===== config.mk =====
export PLATFORM = sky130hd
export DESIGN_NAME = golden_nonce_tx
export DESIGN_NICKNAME = d
export VERILOG_FILES = /design/src/rtl/miner_uart_pkg.sv /design/src/rtl/golden_nonce_tx_if.sv /design/src/rtl/golden_nonce_tx_byte.sv /design/src/rtl/golden_nonce_tx.sv
export SDC_FILE = /design/constraint.sdc
export NUM_CORES = 1
export LEC_CHECK = 0
export BUFFER_PORTS_ARGS = -buffer_cell sky130_fd_sc_hd__buf_2
export CAP_MARGIN = 30
export CORE_UTILIZATION = 33
export CTS_CLUSTER_DIAMETER = 150
export DETAILED_ROUTE_END_ITERATION = 8
export PLACE_DENSITY = 0.47
export SETUP_SLACK_MARGIN = 0.02
export SLEW_MARGIN = 0
export SYNTH_ARGS = -nofsm -noshare
export SYNTH_HDL_FRONTEND = slang
export SYNTH_HIERARCHICAL = 1
export SYNTH_SLANG_ARGS = --single-unit
export TNS_END_PERCENT = 50

===== constraint.sdc =====
create_clock -name clk -period 6.53 [get_ports clk]
set_clock_uncertainty 0.05 [all_clocks]
set_input_delay 1.306 -clock clk [delete_from_list [all_inputs] [get_ports clk]]
set_output_delay 1.306 -clock clk [all_outputs]
set_load 0.005 [all_outputs]

===== src/rtl/miner_uart_pkg.sv =====
// Shared encodings and frame constants
// for the golden nonce UART reporter.
package miner_uart_pkg;

  typedef enum logic [2:0] {
    IDLE,
    LOAD,
    START,
    DATA,
    STOP
  } tx_state_t;

  localparam int START_BITS      = 1;
  localparam int DATA_BITS       = 8;
  localparam int STOP_BITS       = 1;
  localparam int BYTES_PER_NONCE = 4;
  localparam int BAUD_DIV_DEF    = 434;

endpackage


===== src/rtl/golden_nonce_tx_if.sv =====
// Byte-level handshake between the nonce
// sequencer and the UART byte shifter.
interface golden_nonce_tx_if;
  import miner_uart_pkg::*;

  tx_state_t   phase;
  logic        start;
  logic [7:0]  data;
  logic        done;
  logic        last;

  modport master (
    output phase, start, data,
    input  done, last
  );

  modport slave (
    input  phase, start, data,
    output done, last
  );

endinterface


===== src/rtl/golden_nonce_tx_byte.sv =====
// UART byte shifter with baud counter;
// TxD is registered from the next phase.
module uart_tx_byte
  import miner_uart_pkg::*;
#(
  parameter int BAUD_DIV = BAUD_DIV_DEF
) (
  input  logic clk_i,
  input  logic rst_i,
  golden_nonce_tx_if.slave tx_if,
  output logic txd_o
);

  tx_state_t   ph_q;
  logic [15:0] baud_q, baud_d;
  logic [2:0]  bit_q, bit_d;
  logic [7:0]  sh_q, sh_d;
  logic        txd_q, txd_d;
  logic        wrap, enter;
  logic [2:0]  lim;

  assign wrap  = baud_q == 16'(BAUD_DIV - 1);
  assign enter = tx_if.phase != ph_q;

  always_comb begin
    unique case (ph_q)
      START:   lim = 3'(START_BITS - 1);
      DATA:    lim = 3'(DATA_BITS - 1);
      default: lim = 3'(STOP_BITS - 1);
    endcase
  end

  assign tx_if.done = wrap;
  assign tx_if.last = bit_q == lim;

  always_comb begin
    baud_d = wrap ? '0 : baud_q + 16'd1;
    bit_d  = bit_q;
    sh_d   = sh_q;
    // Every phase change restarts bit timing.
    if (enter) begin
      baud_d = '0;
      bit_d  = '0;
    end else if (wrap) begin
      bit_d = bit_q + 3'd1;
      if (ph_q == DATA)
        sh_d = {1'b0, sh_q[7:1]};
    end
    if (tx_if.start)
      sh_d = tx_if.data;
    unique case (1'b1)
      tx_if.phase == START: txd_d = 1'b0;
      tx_if.phase == DATA:  txd_d = sh_d[0];
      default:              txd_d = 1'b1;
    endcase
  end

  always_ff @(posedge clk_i) begin
    if (rst_i) begin
      ph_q   <= IDLE;
      baud_q <= '0;
      bit_q  <= '0;
      sh_q   <= '0;
      txd_q  <= 1'b1;
    end else begin
      ph_q   <= tx_if.phase;
      baud_q <= baud_d;
      bit_q  <= bit_d;
      sh_q   <= sh_d;
      txd_q  <= txd_d;
    end
  end

  assign txd_o = txd_q;

endmodule


===== src/rtl/golden_nonce_tx.sv =====
// Queues golden nonces and sends each one
// over UART as four bytes, MSB first.
module golden_nonce_tx
  import miner_uart_pkg::*;
#(
  parameter int BAUD_DIV   = BAUD_DIV_DEF,
  parameter int FIFO_DEPTH = 4
) (
  input  logic        clk,
  input  logic        reset,
  input  logic [31:0] golden_nonce,
  input  logic        golden_nonce_valid,
  output logic        TxD,
  output logic        busy,
  output logic        overflow,
  output logic [$clog2(FIFO_DEPTH):0] fifo_count
);

  localparam int AW = $clog2(FIFO_DEPTH);
  localparam int CW = AW + 1;

  logic [31:0]   mem_q [FIFO_DEPTH];
  logic [AW-1:0] wr_ptr_q, wr_ptr_d;
  logic [AW-1:0] rd_ptr_q, rd_ptr_d;
  logic [CW-1:0] cnt_q, cnt_d;
  logic          ovf_q, ovf_d;
  logic          full, push, pop;

  tx_state_t     state_q, state_d;
  logic [1:0]    byte_idx_q, byte_idx_d;
  logic [31:0]   word_q, word_d;

  golden_nonce_tx_if tx_if ();

  assign full = cnt_q == CW'(FIFO_DEPTH);
  assign pop  = state_q == LOAD;
  // A full FIFO still takes a nonce
  // when LOAD frees a slot that cycle.
  assign push = golden_nonce_valid &&
                (!full || pop);

  always_comb begin
    wr_ptr_d = wr_ptr_q + AW'(push);
    rd_ptr_d = rd_ptr_q + AW'(pop);
    cnt_d    = cnt_q + CW'(push) - CW'(pop);
    ovf_d    = ovf_q ||
               (golden_nonce_valid &&
                full && !pop);
  end

  always_comb begin
    state_d    = state_q;
    byte_idx_d = byte_idx_q;
    word_d     = word_q;
    unique case (state_q)
      IDLE:
        if (cnt_q != '0)
          state_d = LOAD;
      LOAD: begin
        state_d    = START;
        word_d     = mem_q[rd_ptr_q];
        byte_idx_d = '0;
      end
      START:
        if (tx_if.done && tx_if.last)
          state_d = DATA;
      DATA:
        if (tx_if.done && tx_if.last)
          state_d = STOP;
      STOP:
        if (tx_if.done && tx_if.last) begin
          if (byte_idx_q !=
              2'(BYTES_PER_NONCE - 1)) begin
            byte_idx_d = byte_idx_q + 2'd1;
            word_d     = {word_q[23:0], 8'h00};
            state_d    = START;
          end else begin
            state_d = IDLE;
          end
        end
      default: state_d = IDLE;
    endcase
  end

  assign tx_if.phase = state_d;
  assign tx_if.start = (state_d == START) &&
                       (state_q != START);
  assign tx_if.data  = word_d[31:24];

  always_ff @(posedge clk) begin
    if (reset) begin
      wr_ptr_q   <= '0;
      rd_ptr_q   <= '0;
      cnt_q      <= '0;
      ovf_q      <= 1'b0;
      state_q    <= IDLE;
      byte_idx_q <= '0;
      word_q     <= '0;
    end else begin
      wr_ptr_q   <= wr_ptr_d;
      rd_ptr_q   <= rd_ptr_d;
      cnt_q      <= cnt_d;
      ovf_q      <= ovf_d;
      state_q    <= state_d;
      byte_idx_q <= byte_idx_d;
      word_q     <= word_d;
    end
  end

  always_ff @(posedge clk) begin
    if (!reset && push)
      mem_q[wr_ptr_q] <= golden_nonce;
  end

  uart_tx_byte #(
    .BAUD_DIV (BAUD_DIV)
  ) u_tx (
    .clk_i (clk),
    .rst_i (reset),
    .tx_if (tx_if),
    .txd_o (TxD)
  );

  assign busy       = (state_q != IDLE) ||
                      (cnt_q != '0);
  assign overflow   = ovf_q;
  assign fifo_count = cnt_q;

endmodule


# Word level (Yosys, flattened, before mapping)
# Memories as Yosys holds them, arrays and structs flattened. A register that Yosys moved wholly into a read port is not among the register bits.
# Index checks and enable logic that the tools add are counted.
[classes]
n_eq_ne = 15
n_reduce_logical = 22
addsub = 7
n_mux = 21
[ops]
columns = ["cell", "count"]
rows = [
  ["32-bit 2-to-1 mux", 2],
  ["32-bit case mux with 2 select lines", 1],
  ["8-bit 2-to-1 mux", 4],
  ["16-bit by 1-bit adder with 16-bit output (second input constant)", 1],
  ["16-bit by 9-bit equality test with 1-bit output (second input constant)", 1],
  ["3-bit 2-to-1 mux", 5],
  ["3-bit case mux with 5 select lines", 1],
  ["3-bit by 2-bit equality test with 1-bit output (second input constant)", 4],
  ["2-bit 2-to-1 mux", 4],
  ["2-bit inequality test (second input constant)", 4],
  ["3-bit equality test (second input constant)", 2],
  ["1-bit logical AND", 6],
  ["3-bit AND reduction", 2],
  ["2-bit nonzero test", 3],
  ["3-bit nonzero test", 2],
  ["2-bit by 1-bit adder with 2-bit output", 2],
  ["2-bit case mux with 2 select lines", 1],
  ["3-bit by 1-bit adder with 3-bit output", 1],
  ["3-bit by 1-bit adder with 3-bit output (second input constant)", 1],
  ["3-bit by 1-bit equality test with 1-bit output (second input constant)", 1],
  ["3-bit equality test", 1],
  ["1-bit zero test", 3],
  ["3-bit zero test", 1],
  ["1-bit logical OR", 3],
  ["8 further kinds", 9],
]
[totals]
inputBits = 35
wordCells = 79
reg_bits = 73
output_inout_bits = 6
mem_bits_rw = 128
n_memories = 1
[mem_list]
columns = ["name", "depth", "word_bits", "read_ports", "rd_clocked_by_memory_dff", "wr", "line_no", "text"]
rows = [
  ["mem_q", 4, 32, 1, 1, 1, "golden_nonce_tx.sv:22", "logic [31:0] mem_q [FIFO_DEPTH];"],
]

# Longest topological paths before layout
[depth]
ltp_word = 10
mapped_depth = 16
depth_no_buf = 12

# Modules after synthesis
# Netlist, hierarchy kept.
[by_module_without_submodules]
columns = ["module", "instances", "seq_area_each_um2", "area_each_um2", "cells_each"]
rows = [
  ["golden_nonce_tx", 1, 4744.6, 6774.0, 419],
  ["uart_tx_byte", 1, 620.6, 1466.4, 160],
]

# Least setup slack after synthesis
# No wires, ideal clock.
[synth_timing]
path_type = "input port to flip-flop"
startpoint = "input reset"
endpoint = "memory mem_q[0][0] (enable)"
setup_time_ns = 0.501
arrival_ns = 4.644
path_buffers = 1
path_slack_ns = 1.335
required_time_ns = 5.979
path_stages = 2
cell_sequence = "buf_1 nor4_1"
[synth_between]
elab_chain_cells = 4
[synth_lines]
columns = ["element", "line_no", "text"]
rows = [
  ["from (decl)", "golden_nonce_tx.sv:10", "input logic reset,"],
  ["1-bit zero test", "golden_nonce_tx.sv:111", "if (!reset && push)"],
  ["1-bit logical AND", "golden_nonce_tx.sv:111", ""],
  ["1-bit 2-to-1 mux", "golden_nonce_tx.sv:111", ""],
  ["1-bit 2-to-1 mux (not written as such)", "golden_nonce_tx.sv:112", "mem_q[wr_ptr_q] <= golden_nonce;"],
  ["to (decl)", "golden_nonce_tx.sv:22", ""],
]
# No other way between the ends.

# Worst setup path after layout
[layout_timing]
startpoint = "register u_tx.baud_q[0]"
endpoint = "register u_tx.baud_q[15]"
[layout_between]
elab_chain_cells = 6
elab_cells_between_ends = 9
cone_classes = "1 x add/sub; 2 x eq/ne; 4 x mux; 2 x reduce/logical"
[layout_lines]
columns = ["element", "line_no", "text"]
rows = [
  ["from (decl)", "golden_nonce_tx_byte.sv:15", "logic [15:0] baud_q, baud_d;"],
  ["from (signal assigned)", "golden_nonce_tx_byte.sv:67", "baud_q <= baud_d;"],
  ["16-bit by 9-bit equality test with 1-bit output *", "golden_nonce_tx_byte.sv:22", "assign wrap = baud_q == 16'(BAUD_DIV - 1);"],
  ["net tx_if.done", "golden_nonce_tx_if.sv:9", "logic done;"],
  ["1-bit logical AND *", "golden_nonce_tx.sv:65, golden_nonce_tx.sv:68, golden_nonce_tx.sv:71", ""],
  ["3-bit 2-to-1 mux (on tied branches)", "golden_nonce_tx.sv:71, golden_nonce_tx.sv:65, golden_nonce_tx.sv:68", ""],
  ["3-bit case mux with 5 select lines *", "golden_nonce_tx.sv:55", "unique case (state_q)"],
  ["net state_d[1]", "golden_nonce_tx.sv:29", "tx_state_t state_q, state_d;"],
  ["3-bit inequality test *", "golden_nonce_tx_byte.sv:23", "assign enter = tx_if.phase != ph_q;"],
  ["3-bit OR reduction (no line) *", "--", ""],
]
# Mark *: on every way through the listed nets, which the timed path passes. The rest lies on a longest branch.
# A chain may end at the register's enable or synchronous reset.

==> impl_metrics.ini <==
[routing]
firstDrtPassIters = 4
routed_wire_length_per_instance_um = 17.53
detailedRoute.firstIterationViolations = 265
routed-via-count = 4821
route.antenna.remaining_nets = 0
routed_wirelength_um = 16730
vias_per_cell = 5.053
drc = 0

[outcome]
status = finished clean

[cts]
clock_tree.root_cell = clkbuf_16
cts_buffers = 23
postCtsSetupRepairBufs = 0
clk_latency_ps = 510
cts_tree = done
clock-sinks = 204
ctsLongestPathBuffers = 3
cts.hold.buffers_added = 0
cts_max_level = 1
clk_pin_slew_worst_paths_ps = 60
cts_resized = 0

[grt]
grt_pass1_wl_um = 27390
grt_util_all_layers = 0.1348
overflow = 0
grt_antenna_before_repair = 0
grt_util_met3 = 0.02312
grt_pass1_vias = 5072
met2_usage = 0.2314
globalRouteMet1Util = 0.1747
grt_start_max_net_pins = 63
global_route_layer_with_the_greatest_usage = met2

[yosys]
synthesis.area_per_instance_um2 = 14.23
ys_seq_area_frac = 0.6511
synth-async-reset-ratio = 0
ys_dominant_reg_cell = edfxtp_1
synth_seq_cells = 204
ys_warn_count = 6
syn-instance-count = 579
post_synth_num_cell_types = 57
mappedNetlistArea_mm2 = 0.008240
synth.net_count = 623
synth_edf_count = 128

[worst_setup_path]
criticalPathCategory = reg2reg
cp.arrival_ps = 4480
cp-startpoint = u_tx/baud_q[0]
kind_of_launch_point_of_the_worst_setup_path = flip-flop
critical_path.endpoint_type = flip-flop
cp_data_required_time_ps = 6910
reg2reg_from = u_tx/baud_q[0]
worstPathMaxFanout = 26

[sta]
worst_slew_margin_rel = 0.3746
max_freq_mhz = 244.1
final_period_minus_worst_setup_slack_ps = 4096
tightest_slew_ps = 938.1
number_of_endpoints_with_negative_hold_slack_in_the_final_report = 0
slew_violations = 0
fin_setup_tns_ps = 0
post_route_fraction_of_the_period_consumed_by_the_critical_path = 0.6273
setup_viol_count_final = 0
rsz0062_at_grt = false

[cells_and_area]
area_growth_syn_to_layout_pct = 15.68
fillers = 2334
utilization = 0.3908
layout.nets = 660
layout_commonest_cell = edfxtp_1
layout_common_cells = edfxtp_1, dfxtp_1, buf_2, nor2_1, mux4_2
ant_diodes = 0
drive_above_1_share = 0.2127
instances_no_fill = 954

[pwr]
power.share.sequential = 0.434
netSwitchingFraction = 0.2793
p_total_uw = 3722
static-leakage-power_uw = 0.003094
power.ir.vdd_worst_v = 0.0002409
p_comb_frac = 0.213
pwr-share-clk = 0.353
p_switching_uw = 1039
internal_power_consumption_uw = 2682
powerDensity_mw_per_mm2 = 390.4

[floorplan]
number_of_cell_rows = 57
die_x_um = 160.0
die_outline_area_mm2 = 0.02561
ioPinCount = 41
initial_core_util = 0.3378
core_area_mm2 = 0.02439
die_height_um = 160.0

[place]
hpwl_um = 9755
gp_congestion = 0.7511
placed_cells_incl_taps = 915
place.port_buffers = 40

[hold_path]
holdCritPathClass = reg2reg
hp-start = overflow

[job]
max_cap_viol_count = 0
-- power by group through the flow --
stage,clock network [uW],registers [uW],logic (uW)
3_3_place_gp,0,1640,798
5_1_grt,1400,1640,887
3_5_place_dp,0,1640,811
4_1_cts,1350,1620,813
2_1_floorplan,0,1620,638
6_report,1310,1620,791
-- through the flow --
step | setup WS [ps] | hold WS (ps) | area, um^2
2_1_floorplan | 1335 | 394.7 | 8240
3_3_place_gp | 2530 | 404.4 | 8765
3_5_place_dp | 2416 | 418.8 | 8765
4_1_cts | 2393 | 433.2 | 9533
5_1_grt | 1922 | 462.2 | 9533
6_report | 2434 | 432.3 | 9533
-- worst paths after layout --
| path | depth (start not counted) | end | slack, ps |
|---|---|---|---|
| worst min register to register | 2 | overflow | 430 |
| worst min-delay path | 2 | overflow | 430 |
| worst max register to register | 11 | u_tx/baud_q[15] | 2430 |
| worst max-delay path | 11 | u_tx/baud_q[15] | 2430 |
-- synth_stat cells (all sizes together), types with 2 or more instances --
master / number / area (um^2)
nor2b: 15 / 93.84
buf: 21 / 126.4
a2111oi: 6 / 65.06
and3b: 3 / 26.28
or3: 5 / 31.28
nor3b: 2 / 20.02
nand3: 26 / 130.1
inv: 10 / 37.54
mux4: 32 / 720.7
nand2: 31 / 116.4
a32oi: 11 / 96.34
clkbuf: 18 / 67.56
nor4b: 5 / 68.82
xor2: 5 / 43.79
nor4: 13 / 87.58
nor3: 6 / 30.03
o21ai: 10 / 50.05
xnor2: 15 / 131.4
or4: 2 / 18.77
a21oi: 26 / 130.1
a31o: 2 / 26.28
ha: 8 / 100.1
or3b: 2 / 17.52
nand2b: 2 / 12.51
a31oi: 8 / 50.05
dfxtp: 76 / 1521
nor2: 38 / 142.6
nand4: 4 / 31.28
o211ai: 28 / 210.2
a311oi: 5 / 43.79
edfxtp: 128 / 3844
-- worst max-delay path: stages, from the launching register on --
cell      delay, ps
dfxtp_1         410
ha_1            170
nor3b_1         220
nand4_2         370
inv_1           290
and3b_1         820
nand2_1         230
nand2_1         200
xor2_1           80
or4_4           500
nand2b_1        440
a21oi_1         230
-- layer usage --
metal / vias to the layer above / part of all wire
met5: - / 0
met1: 2408 / 0.45
met4: 0 / 0.024
met2: 62 / 0.50
met3: 31 / 0.033
li1: 2320 / -
-- flip-flops by register name (all words and copies together), names as in the netlist --
name and flops:
mem_q 128, word_q 32, u_tx/baud_q 16, u_tx/sh_q 8
fifo_count 3, state_q 3, u_tx/bit_q 3, u_tx/ph_q 3
byte_idx_q 2, rd_ptr_q 2, wr_ptr_q 2, overflow 1
u_tx/txd_o 1
-- cell type report --
| type | count | area, um^2 | area share |
|---|---|---|---|
| timing repair buffer | 51 | 282.8 | 0.02966 |
| clock buffer | 26 | 586.8 | 0.06156 |
| sequential | 204 | 5366 | 0.5629 |
| multi-input combinational | 325 | 2668 | 0.2798 |
| tap | 324 | 405.4 | 0.04253 |
| inverter | 11 | 42.54 | 0.004463 |
| clock inverter | 13 | 181.4 | 0.01903 |
-- cells by family after synthesis --
family | Yosys count | share of synthesized area
muxes | 33 | 0.08867
buffers and inverters | 50 | 0.02870
DFF | 204 | 0.6511
and+or+nand+nor | 160 | 0.1072
adders and majority gates | 9 | 0.01458
AOI/OAI and AO/OA | 103 | 0.08852
xor gates and xnor gates | 20 | 0.02126
No activity file was read; power rests on OpenSTA's default activity.
